<file path="src/rtl/alu_share_arbiter_pkg.sv">
// rtl/alu_share_arbiter_pkg.sv - shared opcodes, FSM encodings and helpers for alu_share_arbiter
package alu_share_arbiter_pkg;

  localparam logic [2:0] OP_ADD = 3'b001;
  localparam logic [2:0] OP_SUB = 3'b010;
  localparam logic [2:0] OP_OR  = 3'b011;

  localparam logic [1:0] S_IDLE = 2'd0;
  localparam logic [1:0] S_EXEC = 2'd1;
  localparam logic [1:0] S_RESP = 2'd2;

  typedef struct packed {
    logic [31:0] a;
    logic [31:0] b;
    logic [2:0]  op;
  } alu_cmd_t;

  function automatic logic op_is_legal(input logic [2:0] op);
    return (op == OP_ADD) || (op == OP_SUB) || (op == OP_OR);
  endfunction

endpackage

</file>
<file path="src/rtl/alu_share_arbiter_rr_arbiter.sv">
// rtl/alu_share_arbiter_rr_arbiter.sv - combinational round-robin one-hot grant
module rr_arbiter
  import alu_share_arbiter_pkg::*;
#(
  parameter int NREQ = 2,
  parameter int IDW  = 2
) (
  input  logic [NREQ-1:0] req_valid_i,
  input  logic [IDW-1:0]  rr_ptr_i,
  output logic [NREQ-1:0] grant_o,
  output logic [IDW-1:0]  grant_idx_o,
  output logic            grant_any_o
);

  int best_dist;

  // The winner is the valid requester at the smallest circular distance from rr_ptr.
  always_comb begin
    best_dist   = NREQ;
    grant_idx_o = '0;
    for (int i = 0; i < NREQ; i++) begin
      if (req_valid_i[i] && (((i + NREQ - int'(rr_ptr_i)) % NREQ) < best_dist)) begin
        best_dist   = (i + NREQ - int'(rr_ptr_i)) % NREQ;
        grant_idx_o = IDW'(i);
      end
    end
  end

  assign grant_any_o = |req_valid_i;

  always_comb begin
    grant_o = '0;
    for (int i = 0; i < NREQ; i++) begin
      grant_o[i] = grant_any_o && (grant_idx_o == IDW'(i));
    end
  end

endmodule

</file>
<file path="src/rtl/alu_share_arbiter.sv">
// rtl/alu_share_arbiter.sv - round-robin sharing of one external 32-bit ALU between NREQ requesters
module alu_share_arbiter
  import alu_share_arbiter_pkg::*;
#(
  parameter int NREQ = 2,
  parameter int IDW  = 2
) (
  input  logic              clk,
  input  logic              reset,
  input  logic [NREQ-1:0]   req_valid,
  output logic [NREQ-1:0]   req_ready,
  input  logic [NREQ*32-1:0] req_a,
  input  logic [NREQ*32-1:0] req_b,
  input  logic [NREQ*3-1:0] req_op,
  output logic              rsp_valid,
  input  logic              rsp_ready,
  output logic [IDW-1:0]    rsp_id,
  output logic [31:0]       rsp_result,
  output logic              rsp_err,
  output logic [31:0]       alu_a,
  output logic [31:0]       alu_b,
  output logic [2:0]        alu_op,
  input  logic [31:0]       alu_y
);

  logic [1:0]      state_q, state_d;
  logic [IDW-1:0]  rr_ptr_q, rr_ptr_d;
  alu_cmd_t        cmd_q, cmd_d;
  logic [IDW-1:0]  id_q, id_d;
  logic            rsp_valid_q, rsp_valid_d;
  logic [IDW-1:0]  rsp_id_q, rsp_id_d;
  logic [31:0]     rsp_result_q, rsp_result_d;
  logic            rsp_err_q, rsp_err_d;

  logic [NREQ-1:0] grant;
  logic [IDW-1:0]  grant_idx;
  logic            grant_any;
  alu_cmd_t        sel_cmd;
  logic            in_idle;

  rr_arbiter #(
    .NREQ (NREQ),
    .IDW  (IDW)
  ) u_rr_arbiter (
    .req_valid_i (req_valid),
    .rr_ptr_i    (rr_ptr_q),
    .grant_o     (grant),
    .grant_idx_o (grant_idx),
    .grant_any_o (grant_any)
  );

  always_comb begin
    sel_cmd = '0;
    for (int i = 0; i < NREQ; i++) begin
      if (grant_idx == IDW'(i)) begin
        sel_cmd.a  = req_a[32*i +: 32];
        sel_cmd.b  = req_b[32*i +: 32];
        sel_cmd.op = req_op[3*i +: 3];
      end
    end
  end

  // The unused encoding 2'd3 behaves as IDLE; reset also masks the grant combinationally.
  assign in_idle   = (state_q != S_EXEC) && (state_q != S_RESP);
  assign req_ready = (in_idle && !reset) ? grant : '0;

  always_comb begin
    state_d      = state_q;
    rr_ptr_d     = rr_ptr_q;
    cmd_d        = cmd_q;
    id_d         = id_q;
    rsp_valid_d  = rsp_valid_q;
    rsp_id_d     = rsp_id_q;
    rsp_result_d = rsp_result_q;
    rsp_err_d    = rsp_err_q;
    case (state_q)
      S_EXEC: begin
        rsp_valid_d  = 1'b1;
        rsp_id_d     = id_q;
        rsp_err_d    = !op_is_legal(cmd_q.op);
        rsp_result_d = op_is_legal(cmd_q.op) ? alu_y : 32'h0;
        state_d      = S_RESP;
      end
      S_RESP: begin
        if (rsp_ready) begin
          rsp_valid_d = 1'b0;
          state_d     = S_IDLE;
        end
      end
      default: begin
        if (grant_any) begin
          cmd_d    = sel_cmd;
          id_d     = grant_idx;
          rr_ptr_d = (grant_idx == IDW'(NREQ - 1)) ? '0 : grant_idx + IDW'(1);
          state_d  = S_EXEC;
        end
      end
    endcase
  end

  always_ff @(posedge clk or posedge reset) begin
    if (reset) begin
      state_q      <= S_IDLE;
      rr_ptr_q     <= '0;
      cmd_q        <= '0;
      id_q         <= '0;
      rsp_valid_q  <= 1'b0;
      rsp_id_q     <= '0;
      rsp_result_q <= 32'h0;
      rsp_err_q    <= 1'b0;
    end else begin
      state_q      <= state_d;
      rr_ptr_q     <= rr_ptr_d;
      cmd_q        <= cmd_d;
      id_q         <= id_d;
      rsp_valid_q  <= rsp_valid_d;
      rsp_id_q     <= rsp_id_d;
      rsp_result_q <= rsp_result_d;
      rsp_err_q    <= rsp_err_d;
    end
  end

  // ALU inputs come straight from the operand registers, so they hold after EXEC.
  assign alu_a      = cmd_q.a;
  assign alu_b      = cmd_q.b;
  assign alu_op     = cmd_q.op;
  assign rsp_valid  = rsp_valid_q;
  assign rsp_id     = rsp_id_q;
  assign rsp_result = rsp_result_q;
  assign rsp_err    = rsp_err_q;

endmodule

</file>
<file path="config.mk">
export PLATFORM = sky130hd
export DESIGN_NAME = alu_share_arbiter
export DESIGN_NICKNAME = d
export VERILOG_FILES = /design/src/rtl/alu_share_arbiter_pkg.sv /design/src/rtl/alu_share_arbiter_rr_arbiter.sv /design/src/rtl/alu_share_arbiter.sv
export SDC_FILE = /design/constraint.sdc
export NUM_CORES = 1
export LEC_CHECK = 0
export CORE_MARGIN = 2
export CORE_UTILIZATION = 37
export CTS_CLUSTER_DIAMETER = 100
export DETAILED_ROUTE_END_ITERATION = 10
export PLACE_DENSITY = 0.79
export SETUP_SLACK_MARGIN = 0.5
export SLEW_MARGIN = 20
export SYNTH_ARGS = -nofsm -noshare
export SYNTH_HDL_FRONTEND = slang
export SYNTH_SLANG_ARGS = --single-unit
</file>
<file path="constraint.sdc">
create_clock -name clk -period 5 [get_ports clk]
set_input_delay 0.75 -clock clk [delete_from_list [all_inputs] [get_ports clk]]
set_output_delay 0.75 -clock clk [all_outputs]
set_load 0.05 [all_outputs]
</file>
After elaboration in Yosys (flattened, before gate mapping)
Cells that the tools add are included.
- add/sub/neg operators: 3
- multipliers: 0
- div/mod/pow operators: 0
- magnitude comparators: 2
- eq/ne operators: 9
- shifts and indexed selects: 0
- mux-type cells: 12
- bitwise operators: 3
- reductions and logical operators: 18
- operators with widths (kind ; number):
    $mux 67 ; 2
    $mux 32 ; 2
    $lt 2x32->1 ; 1
    $mux 2 ; 4
    $eq 3x2->1 const B ; 2
    $logic_and 1x1->1 ; 6
    $reduce_and 2->1 ; 3
    $sub 2x2->3 const A ; 2
    $ne 2x2->1 const B ; 2
    $pmux 2 s2 ; 1
    $reduce_or 2->1 ; 2
    $eq 3x1->1 const B ; 1
    $lt 2x3->1 const B ; 1
    $reduce_bool 3->1 ; 1
    $add 2x1->2 const B ; 1
    $and 1x1->1 ; 2
    $eq 2x1->1 const B ; 1
    $eq 2x2->1 const B ; 1
    $logic_not 1->1 ; 2
    $logic_not 2->1 ; 1
    $logic_or 1x1->1 ; 2
    $mux 1 ; 2
    $ne 2x1->1 const B ; 1
    $pmux 1 s2 ; 1
    3 further kinds ; 3
- flip-flop bits (word level): 109
- latch bits: 0
- RAM bits: 0
- ROM bits: 0
- bits of input ports: 171
- output and inout port bits: 105
- word-level logic and storage cells: 57
- memories kept: 0

Longest topological paths before layout
- word-level depth: 11
- gate-level depth with buffers: 7
- gate-level depth less buffers: 5

Hierarchy
Synthesis repeated with hierarchy kept, for this count alone.
- cell total of the unflattened synthesis: 411
- area, all modules: 4718.3 sq um
- modules (own cells, without submodules) (module ; times used ; cells each ; area each (sq um) ; sequential area each (sq um)):
    alu_share_arbiter ; 1 ; 403 ; 4665.7 ; 2727.6
    rr_arbiter ; 1 ; 8 ; 52.6 ; 0.0

Least setup slack after synthesis
OpenSTA, ideal clock, no wires.
- path kind: input to output
- start: in reset
- end: out req_ready[0]
- arrival: 3.617 ns
- data required time: 4.250 ns
- setup slack: 0.633 ns
- cell stages on the path: 2
- cell sequence: inv_1 > and2_1
- longest elaborated chain between the ends: 3
- ends and longest elaborated chain (item ; RTL line ; text):
    start, declared ; alu_share_arbiter.sv:9 ; input logic reset,
    $logic_not 1->1 (no source line) ; -- ;
    $logic_and 1x1->1 ; alu_share_arbiter.sv:65 ; assign req_ready = (in_idle && !reset) ? grant : '0;
    $mux 2 ; alu_share_arbiter.sv:65 ;
    end, declared ; alu_share_arbiter.sv:11 ; output logic [NREQ-1:0] req_ready,
No other way between the ends.

Final worst setup path
- start: in req_valid[0]
- end: out req_ready[0]
- longest elaborated chain between the ends: 8
- elaborated cells on any way between the ends: 9
- classes of those cells: order compare: 1; mux: 3; reduce/logical: 5
- ends and longest elaborated chain (item ; RTL line ; text):
    start, declared ; alu_share_arbiter.sv:10 ; input logic [NREQ-1:0] req_valid,
    $logic_and 1x1->1 ; alu_share_arbiter_rr_arbiter.sv:22 ; if (req_valid_i[i] && (((i + NREQ - int'(rr_ptr_i)) % NREQ) < best_dist)) begin
    $mux 32 ; alu_share_arbiter_rr_arbiter.sv:22 ;
    $lt 2x32->1 ; alu_share_arbiter_rr_arbiter.sv:22 ;
    $logic_and 1x1->1 ; alu_share_arbiter_rr_arbiter.sv:22 ;
    $mux 1 ; alu_share_arbiter_rr_arbiter.sv:22 ;
    $logic_not 2->1 ; alu_share_arbiter_rr_arbiter.sv:34 ; grant_o[i] = grant_any_o && (grant_idx_o == IDW'(i));
    $logic_and 1x1->1 * ; alu_share_arbiter_rr_arbiter.sv:34 ;
    $mux 2 * ; alu_share_arbiter.sv:65 ;
Mark *: on every way between the ends. The rest lies on a longest branch, timed or not.

==> metrics.cfg <==
[grt]
grt_pass1_vias = 4159
met1_usage_pct = 25.4
met2_usage_pct = 38.5
gr-max-usage-layer = met2
grt_max_degree = 82
grt_overflow = 0
grtUsageTotal_pct = 21.5
grt_pass1_wl_um = 21600
met3_usage_pct = 5.09
antenna_found_initial = 0

[yosys]
syn_inst = 329
syn_area_sq_um = 4380
synth_cell_types = 24
synth_nets = 502
ys_warn_count = 0
seq_area_frac_synth_pct = 60.6
synth.avg_cell_area_sq_um = 13.3
yosys_register_bits = 106

[clock_network]
cts.sinks = 106
insertion_delay_ns = 0.33
root_buffer = clkbuf_16
cts_setup_buffers = 0
cts_tree = yes
cts-resized-gates = 0
cts_hold_buf = 0
cts_buffers = 9
clk_pin_slew_ns = 0.07
htreeDepth = 3
clockBufferDepth = 2

[timing]
max_freq_mhz = 297
worst_slew_pin_slew_ns = 0.781
finalCritPeriodShare_pct = 67.4
skew_ns = 0.0101
grt_setup_unrepaired = no
tns_ns = 0
hold_violations = 0
slew_headroom_pct = 47.8
finalMaxSlewViolations = 0
fin_hold_ws_ns = 0.486
setup_viol = 0
post-route-min-period_ns = 3.37

[placement]
port_buffers = 274
hpwlAfterDp_um = 10200
place_congestion = 0.811
postPlaceCellArea_sq_um = 7220

[final_layout]
final_util_pct = 65.5
nets = 764
final_cell_mix = 274 x clkdlybuf4s50_1, 106 x dfrtp_1, 67 x a221o_1
layout_commonest_cell = clkdlybuf4s50_1
syn_to_final_growth_pct = 71.5
final_cell_area_sq_um = 7510
antennaDiodeCount = 0
drive_gt1_share_pct = 5.03

[power]
switching_share_pct = 48.3
internal_power_mw = 3.05
pwr-share-clk_pct = 11.3
p_sw_mw = 2.85
peakVddDrop_uv = 478
p_leak_nw = 3.16
pwr-share-seq_pct = 25.7
p_per_area_nw_per_um2 = 786
comb_power_share_pct = 62.9

[routing]
ant_nets = 0
first_pass_iters = 4
wirelength_um = 14000
vias = 3889
drcViolationCount = 0
drt_iter0_markers = 210
via_per_inst = 5.26
avgRoutedWirePerCell_um = 18.9

[worst_setup_path]
startpoint_type = primary input
cp.arrival_ns = 2.62
path_class = in -> out
critPathMostFrequentCell = clkdlybuf4s50_1
max_stage_delay_ns = 0.79
cp-end-kind = output port
worstPathCellList = clkdlybuf4s50_1 -> nand2_1 -> a21oi_4 -> and2_1 -> clkdlybuf4s50_1
crit_fanout = 4
required_ns = 4.25
cp_slowest_cell = clkdlybuf4s50_1

[floorplan]
ioPinCount = 276
dieArea_sq_um = 12700
die_w_um = 113
core_sq_um = 11500
num_rows = 39
initial_core_util_pct = 38.2
die_h_um = 113

[hold_path]
hp-class = reg -> reg

[outcome]
status = completed

[run]
cap_violations = 0

[worst max-delay path: cells and delay by family]
| kind | cells | cell delay (ns) |
|---|---|---|
| AO/OA/AOI/OAI | 1 | 0.13 |
| buffers and inverters | 2 | 1.44 |
| AND/OR/NAND/NOR | 2 | 0.29 |
[logic make-up (layout without fill, tap and decap cells)]
kind of cell / after synthesis / count (layout) / share of synthesized area, %
multiplexers: 3 / 3 / 0.743
AO/OA/AOI/OAI: 106 / 106 / 23.2
AND/OR/NAND/NOR: 77 / 77 / 10.9
flip-flops: 106 / 106 / 60.6
buffers and inverters: 34 / 301 / 3.94
other: 1 / 1 / 0.0857
adder cells (fa/ha/maj): 2 / 2 / 0.572
[synth_stat cells]
master    number  area [sq um]
nor2_1         4          15.0
clkbuf_1       8          30.0
buf_4          3          22.5
a22o_1        32           280
o21ai_2        1          8.76
o22ai_1        1          6.26
mux2_2         2          22.5
and2_0        26           163
ha_1           2          25.0
buf_6          2          22.5
o41ai_2        1          16.3
inv_1          5          18.8
a221o_1       67           671
and2_1        43           269
inv_2          1          3.75
buf_2         15          75.1
nand2_1        2          7.51
dfrtp_1      106          2650
a21o_1         2          15.0
mux2i_1        1          10.0
nand2b_1       1          6.26
conb_1         1          3.75
nor3_4         1          16.3
a21oi_2        2          17.5
[final cells by class]
cell class                 count  area (sq um)
timing repair buffer         279          2790
sequential                   106          2650
clock buffer                  10           239
tap                          143           179
inverter                       6          25.0
fill                         887          3960
clock inverter                 6          48.8
multi-input combinational    189          1580
[registers in the layout (all words and copies together), names as in the netlist]
register and count:
rsp_result 32, alu_a 32, rsp_id 1, alu_op 3
rr_ptr_q 1, rsp_valid 1, rsp_err 1, alu_b 32
id_q 1, state_q 2
[power by group through the flow]
stage | Sequential (mW) | Clock, mW | Combinational [mW]
finish | 1.52 | 0.670 | 3.71
global route | 1.57 | 0.726 | 3.90
CTS | 1.52 | 0.685 | 3.75
detailed placement | 1.52 | 0 | 3.74
global placement | 1.51 | 0 | 3.68
floorplan | 2.87 | 0 | 1.14
[routing by layer]
layer,up-vias,share of wire (%)
met5,-,0
met4,0,2.5
met3,30,7.4
met2,190,51
met1,1893,39
li1,1776,-
[path summary, 6_finish.rpt]
check                                            start                   endpoint  slack, ns  cells after the start
worst max-delay path                      req_valid[0]               req_ready[0]       1.63                      5
worst min-delay path               id_q[0]$_DFFE_PP0P_        id_q[0]$_DFFE_PP0P_       0.49                      1
worst max register to register  state_q[1]$_DFFE_PP0P_  rsp_result[1]$_DFFE_PP0P_       2.69                      6
worst min register to register     id_q[0]$_DFFE_PP0P_        id_q[0]$_DFFE_PP0P_       0.49                      1
max in group asynchronous                        reset    rr_ptr_q[0]$_DFFE_PP0P_       3.24                      3
min in group asynchronous                        reset      alu_a[14]$_DFFE_PP0P_       0.74                      2
[stage by stage]
| stage | worst slack (ns) | std cells | power, mW |
|---|---|---|---|
| after global routing | 1.58 | 739 | 6.20 |
| after global placement | 1.68 | 722 | 5.19 |
| after floorplan | 0.633 | 329 | 4.01 |
| final | 1.63 | 739 | 5.90 |
| after detailed placement | 1.65 | 723 | 5.26 |
| after CTS | 1.64 | 739 | 5.95 |
No activity file was read; power rests on OpenSTA's default activity.
